### src/rtl/led_fade_pkg.sv
`default_nettype none
// =============================================================================
// led_fade_pkg : FSM state encoding and default parameters for led_fade_pwm
// Rev 1.0
// =============================================================================
package led_fade_pkg;

    typedef enum logic [1:0] {
        ST_OFF       = 2'd0,
        ST_RAMP_UP   = 2'd1,
        ST_ON        = 2'd2,
        ST_RAMP_DOWN = 2'd3
    } state_e;

    localparam int unsigned C_DEF_PWM_WIDTH = 8;
    localparam int unsigned C_DEF_RAMP_DIV  = 390625;
    localparam int unsigned C_DEF_STEP      = 1;

endpackage
`default_nettype wire

### src/rtl/led_fade_pwm_pwm_gen.sv
`default_nettype none
// =============================================================================
// pwm_gen : free-running PWM counter, period-aligned duty shadow and comparator
// Rev 1.0
// =============================================================================
module pwm_gen
    import led_fade_pkg::*;
#(
    parameter int unsigned PWM_WIDTH = C_DEF_PWM_WIDTH
)(
    input  logic                 CLK,
    input  logic                 RST_N,
    input  logic [PWM_WIDTH-1:0] duty_in,
    output logic                 LED,
    output logic                 PERIOD
);

    localparam logic [PWM_WIDTH-1:0] C_MAX = '1;

    logic [PWM_WIDTH-1:0] cnt_q;
    logic [PWM_WIDTH-1:0] duty_q;
    logic                 led_q;
    logic                 period_q;

    // Duty is only sampled on the last count so every period uses a single value.
    always_ff @(posedge CLK or negedge RST_N) begin
        if (!RST_N) begin
            cnt_q    <= '0;
            duty_q   <= '0;
            led_q    <= 1'b0;
            period_q <= 1'b0;
        end else begin
            cnt_q    <= cnt_q + 1'b1;
            if (cnt_q == C_MAX) begin
                duty_q <= duty_in;
            end
            led_q    <= (duty_q == C_MAX) || (cnt_q < duty_q);
            period_q <= (cnt_q == '0);
        end
    end

    assign LED    = led_q;
    assign PERIOD = period_q;

endmodule
`default_nettype wire

### src/rtl/led_fade_pwm.sv
`default_nettype none
// =============================================================================
// led_fade_pwm : fades an LED in/out with a PWM brightness ramp toward TARGET.
// Optional square-law duty curve when LED_FADE_GAMMA_EN is defined.
// Rev 1.0
// =============================================================================
module led_fade_pwm
    import led_fade_pkg::*;
#(
    parameter int unsigned PWM_WIDTH = C_DEF_PWM_WIDTH,
    parameter int unsigned RAMP_DIV  = C_DEF_RAMP_DIV,
    parameter int unsigned STEP      = C_DEF_STEP
)(
    input  logic                 CLK,
    input  logic                 RST_N,
    input  logic                 TARGET,
    output logic                 LED,
    output logic [PWM_WIDTH-1:0] LEVEL,
    output logic                 BUSY,
    output logic                 PERIOD
);

    localparam int unsigned          C_PRE_W    = (RAMP_DIV > 1) ? $clog2(RAMP_DIV) : 1;
    localparam logic [PWM_WIDTH-1:0] C_MAX      = '1;
    localparam logic [PWM_WIDTH:0]   C_MAX_X    = {1'b0, C_MAX};
    localparam logic [PWM_WIDTH:0]   C_STEP_X   = (PWM_WIDTH+1)'(STEP);
    localparam logic [C_PRE_W-1:0]   C_PRE_LAST = C_PRE_W'(RAMP_DIV - 1);

    logic                 tgt_q;
    state_e               state_q, state_d;
    logic                 busy_q, busy_d;
    logic [PWM_WIDTH-1:0] level_q, level_d;
    logic [C_PRE_W-1:0]   pre_q, pre_d;

    logic [PWM_WIDTH:0]   w_up;
    logic [PWM_WIDTH:0]   w_dn;
    logic [PWM_WIDTH-1:0] w_level_up;
    logic [PWM_WIDTH-1:0] w_level_dn;
    logic                 w_step;
    logic [PWM_WIDTH-1:0] w_duty;

    // One extra bit catches overflow above MAX and borrow below zero.
    assign w_up       = {1'b0, level_q} + C_STEP_X;
    assign w_dn       = {1'b0, level_q} - C_STEP_X;
    assign w_level_up = (w_up > C_MAX_X) ? C_MAX : w_up[PWM_WIDTH-1:0];
    assign w_level_dn = w_dn[PWM_WIDTH] ? '0 : w_dn[PWM_WIDTH-1:0];
    assign w_step     = (pre_q == C_PRE_LAST);

    always_ff @(posedge CLK or negedge RST_N) begin
        if (!RST_N) begin
            tgt_q   <= 1'b0;
            state_q <= ST_OFF;
            busy_q  <= 1'b0;
            level_q <= '0;
            pre_q   <= '0;
        end else begin
            tgt_q   <= TARGET;
            state_q <= state_d;
            busy_q  <= busy_d;
            level_q <= level_d;
            pre_q   <= pre_d;
        end
    end

    // pre_d defaults to zero, so any state change or idle state restarts the prescaler.
    always_comb begin
        state_d = state_q;
        level_d = level_q;
        pre_d   = '0;
        case (state_q)
            ST_OFF: begin
                if (tgt_q) begin
                    state_d = ST_RAMP_UP;
                end
            end
            ST_RAMP_UP: begin
                if (!tgt_q) begin
                    state_d = ST_RAMP_DOWN;
                end else if (w_step) begin
                    level_d = w_level_up;
                    if (w_level_up == C_MAX) begin
                        state_d = ST_ON;
                    end
                end else begin
                    pre_d = pre_q + 1'b1;
                end
            end
            ST_ON: begin
                if (!tgt_q) begin
                    state_d = ST_RAMP_DOWN;
                end
            end
            ST_RAMP_DOWN: begin
                if (tgt_q) begin
                    state_d = ST_RAMP_UP;
                end else if (w_step) begin
                    level_d = w_level_dn;
                    if (w_level_dn == '0) begin
                        state_d = ST_OFF;
                    end
                end else begin
                    pre_d = pre_q + 1'b1;
                end
            end
            default: begin
                state_d = ST_OFF;
            end
        endcase
        busy_d = (state_d == ST_RAMP_UP) || (state_d == ST_RAMP_DOWN);
    end

`ifdef LED_FADE_GAMMA_EN
    logic [2*PWM_WIDTH-1:0] w_sq;
    logic [PWM_WIDTH-1:0]   gam_q;

    assign w_sq = {{PWM_WIDTH{1'b0}}, level_q} * {{PWM_WIDTH{1'b0}}, level_q};

    // Full scale is pinned so the top level still drives the LED solidly on.
    always_ff @(posedge CLK or negedge RST_N) begin
        if (!RST_N) begin
            gam_q <= '0;
        end else begin
            gam_q <= (level_q == C_MAX) ? C_MAX : w_sq[2*PWM_WIDTH-1:PWM_WIDTH];
        end
    end

    assign w_duty = gam_q;
`else
    assign w_duty = level_q;
`endif

    pwm_gen #(
        .PWM_WIDTH (PWM_WIDTH)
    ) u_pwm_gen (
        .CLK     (CLK),
        .RST_N   (RST_N),
        .duty_in (w_duty),
        .LED     (LED),
        .PERIOD  (PERIOD)
    );

    assign LEVEL = level_q;
    assign BUSY  = busy_q;

endmodule
`default_nettype wire

### config.mk
export PLATFORM = sky130hd
export DESIGN_NAME = led_fade_pwm
export DESIGN_NICKNAME = d
export VERILOG_FILES = /design/src/rtl/led_fade_pkg.sv /design/src/rtl/led_fade_pwm_pwm_gen.sv /design/src/rtl/led_fade_pwm.sv
export SDC_FILE = /design/constraint.sdc
export NUM_CORES = 1
export LEC_CHECK = 0
export BUFFER_PORTS_ARGS = -buffer_cell sky130_fd_sc_hd__buf_2
export CORE_MARGIN = 2
export CORE_UTILIZATION = 60
export CTS_BUF_LIST = sky130_fd_sc_hd__clkbuf_16
export DETAILED_ROUTE_END_ITERATION = 16
export GPL_ROUTABILITY_DRIVEN = 0
export PLACE_DENSITY = 0.8
export SLEW_MARGIN = 20
export SYNTH_ARGS = -nofsm -noshare
export SYNTH_HDL_FRONTEND = slang
export SYNTH_SLANG_ARGS = --single-unit
export TNS_END_PERCENT = 20
### constraint.sdc
create_clock -name CLK -period 2.7 [get_ports CLK]
set_input_delay 0.405 -clock CLK [delete_from_list [all_inputs] [get_ports CLK]]
set_output_delay 0.405 -clock CLK [all_outputs]
set_load 0.02 [all_outputs]
==> results of run 1 <==
cells by family (layout without fill, tap and decap cells):
family                   count (synthesis)  count (layout)  share of synthesized area (%)
AND/OR/NAND/NOR                        122             122                           22.3
AO/OA/AOI/OAI                           62              62                           14.0
flip-flops                              48              48                           44.0
buffers and inverters                   30              47                           4.17
XOR/XNOR                                26              26                           8.34
adder cells (fa/ha/maj)                 14              14                           6.42
multiplexers                             2               2                          0.779
metrics by stage:
stage	util [%]	worst slack [ns]
finish	69.9	0.209
global route	69.9	0.116
CTS	69.9	0.218
detailed placement	66.1	0.239
global placement	66.1	0.280
floorplan	-	0.144
cell type report:
| class | instances | area, um2 | area share [%] |
|---|---|---|---|
| Clock buffer | 5 | 125 | 4.11 |
| Clock inverter | 3 | 42.5 | 1.40 |
| Inverter | 17 | 63.8 | 2.10 |
| Multi-Input combinational cell | 226 | 1410 | 46.4 |
| Sequential cell | 48 | 1200 | 39.5 |
| Tap cell | 52 | 65.1 | 2.14 |
| Timing Repair Buffer | 22 | 133 | 4.36 |
routing by layer:
layer,vias to the layer above,global-route usage [%],wire length (um)
met4,0,6.08,35
met3,5,6.61,290
li1,1101,-,-
met1,1046,34.8,2690
met5,-,0,0
met2,56,36.9,2570
how the worst max path moves through the flow:
| stage | end | slack [ns] | start | cells after the start |
|---|---|---|---|---|
| after floorplan | state_q[1] | 0.14 | LEVEL[0] | 8 |
| final | state_q[1] | 0.21 | pre_q[3] | 6 |
| after detailed placement | state_q[1] | 0.24 | pre_q[3] | 6 |
| after global placement | state_q[1] | 0.28 | pre_q[3] | 6 |
| after CTS | state_q[1] | 0.22 | pre_q[3] | 6 |
| after global routing | state_q[1] | 0.12 | LEVEL[0] | 8 |
cells in the final DEF, fill, tap and decap left out, types with 2 or more instances in the layout:
master,n
a211oi_1,3
a21boi_0,2
a21o_1,2
a21oi_1,9
a2bb2oi_1,2
a31oi_1,2
and2_1,2
and3_1,8
buf_2,13
buf_4,9
clkbuf_16,5
dfrtp_1,48
ha_1,14
inv_1,17
nand2_1,25
nand3_1,15
nand4_1,11
nor2_1,34
nor2b_1,2
nor3_1,13
o211ai_1,4
o21ai_0,27
o22ai_1,2
xnor2_1,9
xor2_1,17
power by group:
part	total, mW	internal, mW	switching (mW)
clock network	0.695	0.435	0.260
registers	0.747	0.730	0.0171
logic	0.0990	0.0286	0.0704
total	1.54	1.19	0.348
registers in the layout (all words and copies together), names as in the netlist:
register          count
tgt_q                 1
u_pwm_gen.LED         1
u_pwm_gen.PERIOD      1
u_pwm_gen.cnt_q       8
pre_q                19
u_pwm_gen.duty_q      8
LEVEL                 8
state_q               2
==> flow_metrics.tcl, run 1 <==
set metrics [dict create \
    holdBufCountCts 0 \
    leakage_nw 1.36 \
    worst_path_max_delay_cell "or4_1" \
    cts_root_buf "clkbuf_16" \
    core_area_um2 4350 \
    synth_area_per_cell_um2 8.98 \
    status "finished clean" \
    antenna_found_initial 0 \
    crit_buf_inv 0 \
    tightest_slew_ns 0.628 \
    syn_nets 321 \
    overflow 0 \
    timing.rr.end "state_q[1]" \
    max_slew_margin_pct 57.0 \
    die_w_um 71.4 \
    synth.distinct_cells 48 \
    fin_crit_sh_pct 92.3 \
    clockBufferDepth 2 \
    final_cells 373 \
    reg2reg_depth 6 \
    start_util_pct 62.7 \
    numPortBuffers 13 \
    cts_tree "built" \
    clk_latency_ns 0.29 \
    crit_type "reg -> reg" \
    yosys_register_bits 48 \
    netlist_area_um2 2730 \
    vias_per_cell 5.92 \
    place_area_um2 2880 \
    cp_top_family "simple AND/OR/NAND/NOR gates" \
    yosys.cell_count.top_type "dfrtp_1" \
    hold-worst-slack_ns 0.127 \
    path_max_fanout 6 \
    regToRegSetupSlack_ns 0.21 \
    fmax_ghz 0.401 \
    drv_slew 0 \
    first_iter_violations 192 \
    synth_edf_count 0 \
    clk_pin_slew_worst_paths_ns 0.06 \
    routed-via-count 2208 \
    ys.flop_type "dfrtp_1" \
    fin_worst_skew_ns 0.00344 \
    power_density_nw_per_um2 506 \
    rows 24 \
    synth_top_area_share_pct 44.0 \
    setup_tns_ns 0 \
    vdd.ir_drop.worst_uv 322 \
    grt_max_degree 27 \
    yosys_warnings 0 \
    grt_pass1_vias 2133 \
    die_area_um2 5100 \
    grt_pass1_wl_um 9790 \
    syn2layout_area_growth_pct 11.6 \
    min_path_type "in -> async" \
    drv_cap 0 \
    synth_common_cells "dfrtp_1, nor2_1, o21ai_0, nand2_1" \
    final.fill_count 336 \
    route.detailed.drc 0 \
    postCtsSetupRepairBufs 0 \
    cts.sinks 48 \
    wl_um 5580 \
    finalPower_mw 1.54 \
    antenna_cells 0 \
    reg2reg_from "pre_q[3]" \
    post_drt_wl_per_cell_um 15.0 \
    dp_hpwl_um 3980 \
    final-setup-viol-count 0 \
    grt_usage_pct 24.3 \
    rsz0062_at_grt "no" \
    period_minus_slack_ns 2.49 \
    cts_buffers 5 \
    nNetsFinal 337 \
    end_kind "register" \
    worstPathCellList "nor4b_2 -> nand2_1 -> or4_1 -> or4_4 -> or3_1 -> o21a_1" \
    synthTopCellsByArea "dfrtp_1, ha_1, xor2_1, o21ai_0, nor2_1" \
    syn_inst 304 \
    drt-pass1-iter-count 4 \
    antenna_left 0 \
    cp.required_ns 2.88 \
    cts_resized 0 \
    slowest_delay_ns 0.61 \
    yosys.area.top_type "dfrtp_1" \
    ys_seq_area_share_pct 44.0 \
    drive_gt1_share_pct 10.6 \
    die_h_um 71.4 \
    finalInstanceArea_um2 3040 \
    dp_cells 365 \
    start_kind "register" \
    final_hold_viol_count 0 \
    htree_levels 2 \
    critPathArrivalTime_ns 2.67 \
    ios 14 \
    async_flop_share_pct 100 \
]
Note: power is estimated with default switching activity, not from simulation.
==> inputs of run 2 (changes only) <==
--- a/config.mk
+++ b/config.mk
@@ -7,11 +7,11 @@
 export LEC_CHECK = 0
 export BUFFER_PORTS_ARGS = -buffer_cell sky130_fd_sc_hd__buf_2
 export CORE_MARGIN = 2
-export CORE_UTILIZATION = 60
+export CORE_UTILIZATION = 55
 export CTS_BUF_LIST = sky130_fd_sc_hd__clkbuf_16
 export DETAILED_ROUTE_END_ITERATION = 16
 export GPL_ROUTABILITY_DRIVEN = 0
-export PLACE_DENSITY = 0.8
+export PLACE_DENSITY = 0.78
 export SLEW_MARGIN = 20
 export SYNTH_ARGS = -nofsm -noshare
 export SYNTH_HDL_FRONTEND = slang
==> constraint.sdc (replaced) <==
create_clock -name CLK -period 2.1 [get_ports CLK]
set_input_delay 0.315 -clock CLK [delete_from_list [all_inputs] [get_ports CLK]]
set_output_delay 0.315 -clock CLK [all_outputs]
set_load 0.02 [all_outputs]
==> flow_metrics.tcl, run 2 (synthesis results as in run 1) <==
set metrics [dict create \
    min_path_type "in -> async" \
    status "complete, but fails checks" \
    dp_hpwl_um 4540 \
    reg2reg_depth 7 \
    cpMostUsedCell "or4_4" \
    grt_pass1_wl_um 10700 \
    start_util_pct 57.4 \
    cts_tree "built" \
    worst_path_max_delay_cell "or4_4" \
    clockBufferDepth 2 \
    die_area_um2 5540 \
    fmax_ghz 0.446 \
    max_slew_margin_pct 66.8 \
    antenna_found_initial 0 \
    violations "negative setup slack" \
    cts_root_buf "clkbuf_16" \
    power_density_nw_per_um2 585 \
    worstPathCellList "inv_1 -> ha_1 -> nand4_1 -> or4_4 -> or4_4 -> or3_1 -> o21a_1" \
    drt-pass1-iter-count 5 \
    regToRegSetupSlack_ns -0.14 \
    final.fill_count 370 \
    vias_per_cell 5.79 \
    end_kind "register" \
    tightest_slew_ns 0.495 \
    nNetsFinal 375 \
    numPortBuffers 13 \
    slowest_delay_ns 0.58 \
    routed-via-count 2456 \
    clk_pin_slew_worst_paths_ns 0.06 \
    p_int_mw 1.55 \
    antenna_cells 0 \
    leakage_nw 1.58 \
    holdBufCountCts 0 \
    final_hold_viol_count 0 \
    route.detailed.drc 0 \
    clockPowerShare_pct 43.3 \
    crit_type "reg -> reg" \
    grt_usage_pct 25.0 \
    final_cell_mix "dfrtp_1, buf_4, nor2_1, nand2_1, o21ai_0" \
    core_area_um2 4750 \
    dp_cells 416 \
    ios 14 \
    wl_um 6340 \
    rows 25 \
    vdd.ir_drop.worst_uv 443 \
    grt_pass1_vias 2412 \
    fin_crit_sh_pct 107 \
    htree_levels 2 \
    largest_register_ffs 19 \
    first_iter_violations 129 \
    fin_worst_skew_ns 0.00849 \
    drv_slew 0 \
    rsz0062_at_grt "yes" \
    drv_cap 0 \
    seqPwrFrac_pct 47.7 \
    syn2layout_area_growth_pct 25.2 \
    ff_latch_area_um2 1200 \
    path_max_fanout 2 \
    critPathArrivalTime_ns 2.41 \
    drive_gt1_share_pct 23.8 \
    antenna_left 0 \
    fin_ws_ns -0.141 \
    combPwrFrac_pct 9.0 \
    start_kind "register" \
    die_w_um 74.4 \
    clk_latency_ns 0.28 \
    finalInstanceArea_um2 3420 \
    cts.sinks 48 \
    multi_input_area_um2 1480 \
    period_minus_slack_ns 2.24 \
    final-setup-viol-count 2 \
    place_area_um2 3200 \
    netSwitchingPower_mw 0.444 \
    post_drt_wl_per_cell_um 15.0 \
    final_cells 424 \
    hold-worst-slack_ns 0.00728 \
    switching_share_pct 22.2 \
    regMostFlops "pre_q" \
    overflow 0 \
    grt_max_degree 49 \
    die_h_um 74.4 \
    cp.required_ns 2.27 \
    cts_buffers 5 \
]
[run 2: cell types whose count changed in the layout (fill, tap and decap cells not counted), moves of 2 or more]
| cell | delta |
|---|---|
| buf_4 | +37 |
| dfrtp_2 | +2 |
| o21ai_1 | +6 |
| dfrtp_1 | -2 |
| a21oi_2 | +2 |
| o21ai_0 | -7 |
| a21oi_1 | -2 |
[run 2: critical path: cells and delay by family, from the launching register on]
family	cells	cell delay [ns]
flip-flops	1	0.38
adder cells (fa/ha/maj)	1	0.15
AO/OA/AOI/OAI	1	0.11
buffers and inverters	1	0.06
AND/OR/NAND/NOR	4	1.45
[run 2: layout make-up]
class,count,share of cell area (%)
Sequential cell,48,35.2
Tap cell,67,2.45
Multi-Input combinational cell,226,43.3
Clock inverter,1,0.879
Timing Repair Buffer,60,12.6
Inverter,17,1.87
Clock buffer,5,3.66
[run 2: stage by stage]
step | TNS (ns) | utilization (%) | setup WS (ns) | power, mW
2_1_floorplan | -0.285 | - | -0.149 | 1.05
3_3_place_gp | -0.361 | 67.4 | -0.100 | 1.13
3_5_place_dp | -1.13 | 67.4 | -0.185 | 1.13
4_1_cts | -0.0947 | 71.2 | -0.0881 | 2.00
5_1_grt | -0.896 | 71.8 | -0.212 | 2.07
6_report | -0.190 | 71.8 | -0.141 | 2.00
[run 2: final timing paths]
check / from / to
worst max-delay path: pre_q[1] / state_q[1]
worst min register to register: u_pwm_gen.cnt_q[0] / u_pwm_gen.cnt_q[0]
worst max register to register: pre_q[1] / state_q[1]
min in group CLK: TARGET / tgt_q
worst min-delay path: RST_N / pre_q[13]
max in group asynchronous: RST_N / LEVEL[1]
[run 2: timing repair]
| action | CTS | global route |
|---|---|---|
| buffers inserted | 1 | 1 |
| pin swaps | 4 | 4 |
| resized for setup | 5 | 12 |
| endpoints found under the setup margin | 9 | 9 |
| gates cloned | 0 | 0 |
[run 2: metal layers]
metal	GRT usage, %	wire length [um]
met1	33.0	2730
met2	41.7	3190
met3	3.79	279
met4	9.13	142
met5	0	0
[run 2: power groups by stage]
stage	sequential (mW)	combinational [mW]	clock, mW
2_1_floorplan	0.971	0.0808	0
3_5_place_dp	0.969	0.162	0
3_3_place_gp	0.969	0.157	0
5_1_grt	0.955	0.200	0.918
6_report	0.954	0.179	0.866
4_1_cts	0.953	0.171	0.873
==> inputs of run 3 (changes only) <==
--- a/config.mk
+++ b/config.mk
@@ -6,8 +6,10 @@
 export NUM_CORES = 1
 export LEC_CHECK = 0
 export BUFFER_PORTS_ARGS = -buffer_cell sky130_fd_sc_hd__buf_2
+export CELL_PAD_IN_SITES_DETAIL_PLACEMENT = 1
+export CELL_PAD_IN_SITES_GLOBAL_PLACEMENT = 2
 export CORE_MARGIN = 2
-export CORE_UTILIZATION = 55
+export CORE_UTILIZATION = 35
 export CTS_BUF_LIST = sky130_fd_sc_hd__clkbuf_16
 export DETAILED_ROUTE_END_ITERATION = 16
 export GPL_ROUTABILITY_DRIVEN = 0
==> flow_metrics.tcl, run 3 (synthesis results as in run 1) <==
set metrics [dict create \
    die_h_um 92.3 \
    met2_usage_pct 30.7 \
    start_util_pct 35.7 \
    holdBufCountCts 0 \
    final_util_pct 45.1 \
    htree_levels 2 \
    die_w_um 92.3 \
    numPortBuffers 13 \
    grt_usage_pct 18.2 \
    drive_gt1_share_pct 23.9 \
    rsz0062_at_grt "yes" \
    grt_pass1_wl_um 12300 \
    grtUsageMet3_pct 2.69 \
    syn2layout_area_growth_pct 26.4 \
    clk_pin_slew_worst_paths_ns 0.07 \
    finalPower_mw 1.93 \
    vdd.ir_drop.worst_uv 292 \
    cp.required_ns 2.28 \
    min_path_type "in -> async" \
    cpMostUsedCell "or4_4" \
    use_met1_pct 24.2 \
    end_kind "register" \
    drv_slew 0 \
    dp_cells 456 \
    rows 32 \
    top_usage_layer "met2" \
    crit_type "reg -> reg" \
    start_kind "register" \
    worst_path_max_delay_cell "or4_4" \
    route.detailed.drc 0 \
    violations "negative setup slack" \
    antenna_found_initial 0 \
    tightest_slew_ns 0.672 \
    drt-pass1-iter-count 6 \
    critPathArrivalTime_ns 2.37 \
    fin_worst_skew_ns 0.00518 \
    grt_pass1_vias 2523 \
    slowest_delay_ns 0.56 \
    cts.sinks 48 \
    final_cell_mix "buf_4, dfrtp_1, nor2_1, o21ai_0, nand2_1" \
    final-setup-viol-count 2 \
    drv_cap 0 \
    worstPathCellList "inv_1 -> ha_1 -> nand4_1 -> or4_4 -> or4_4 -> or3_1 -> o21a_1" \
    first_iter_violations 74 \
    final_hold_viol_count 0 \
    grt_max_degree 29 \
    path_max_fanout 4 \
    mostFrequentLayoutCell "buf_4" \
    final_cells 466 \
    routed-via-count 2420 \
    period_minus_slack_ns 2.19 \
    hold-worst-slack_ns 0.0620 \
    regMostFlops "pre_q" \
    leakage_nw 1.59 \
    cts_buffers 5 \
    power_density_nw_per_um2 559 \
    wl_um 7220 \
    nNetsFinal 380 \
    core_area_um2 7650 \
    clk_latency_ns 0.29 \
    antenna_left 0 \
    ios 14 \
    post_drt_wl_per_cell_um 15.5 \
    largest_register_ffs 19 \
    fin_crit_sh_pct 104 \
    vias_per_cell 5.19 \
    cts_root_buf "clkbuf_16" \
    status "complete, but fails checks" \
    fmax_ghz 0.457 \
    cts_tree "built" \
    fin_ws_ns -0.0873 \
    place_ws_ns -0.206 \
    overflow 0 \
    die_area_um2 8520 \
    clockBufferDepth 2 \
    max_slew_margin_pct 55.2 \
    dp_hpwl_um 5420 \
    antenna_cells 0 \
]
==> run 3: routing by layer <==
metal	vias to the layer above	share of wire, %	wire length [um]
met5	-	0	0
met4	0	1.8	129
met3	10	1.8	132
met2	25	49	3560
met1	1201	47	3400
li1	1184	-	-
==> run 3: area by class of cell <==
type                    count  area, um2
multi-input cells         226       1460
fillers                   927       4200
well taps                 102        128
repair buffers             65        455
flip-flops and latches     48       1200
inverters                  17       63.8
clock buffers               5        125
clock inverters             3       17.5
==> run 3: path summary, 6_finish.rpt <==
path | slack [ns] | startpoint | end | depth (start not counted)
worst max-delay path | -0.09 | pre_q[0] | state_q[1] | 7
worst min-delay path | 0.06 | RST_N | pre_q[16] | 1
worst max register to register | -0.09 | pre_q[0] | state_q[1] | 7
worst min register to register | 0.51 | u_pwm_gen.cnt_q[0] | u_pwm_gen.cnt_q[0] | 1
max in group asynchronous | 1.41 | RST_N | pre_q[15] | 2
min in group CLK | 0.13 | TARGET | tgt_q | 1
==> run 3: repair_timing <==
action,4_1_cts,5_1_grt
gates cloned,0,0
setup endpoints to repair,8,8
gates resized for setup,1,6
pin swaps,1,3
hold endpoints to repair,0,0
buffers inserted,2,0
==> run 3: power by group <==
part | switching [mW] | internal (mW) | total, mW
Clock | 0.364 | 0.440 | 0.804
Sequential | 0.0145 | 0.937 | 0.952
Combinational | 0.111 | 0.0594 | 0.170
==> run 3: through the flow <==
step / cell area [um2] / setup TNS (ns)
detailed placement: 3270 / -0.666
global placement: 3270 / -0.393
floorplan: 2760 / -0.285
finish: 3450 / -0.157
CTS: 3430 / -0.153
global route: 3450 / -0.468
==> run 3: critical path: cells and delay by family, from the launching register on <==
| family | cells | cell delay (ns) |
|---|---|---|
| and+or+nand+nor | 4 | 1.39 |
| adders and majority gates | 1 | 0.14 |
| DFF | 1 | 0.38 |
| AOI/OAI and AO/OA | 1 | 0.11 |
| buffers and inverters | 1 | 0.06 |
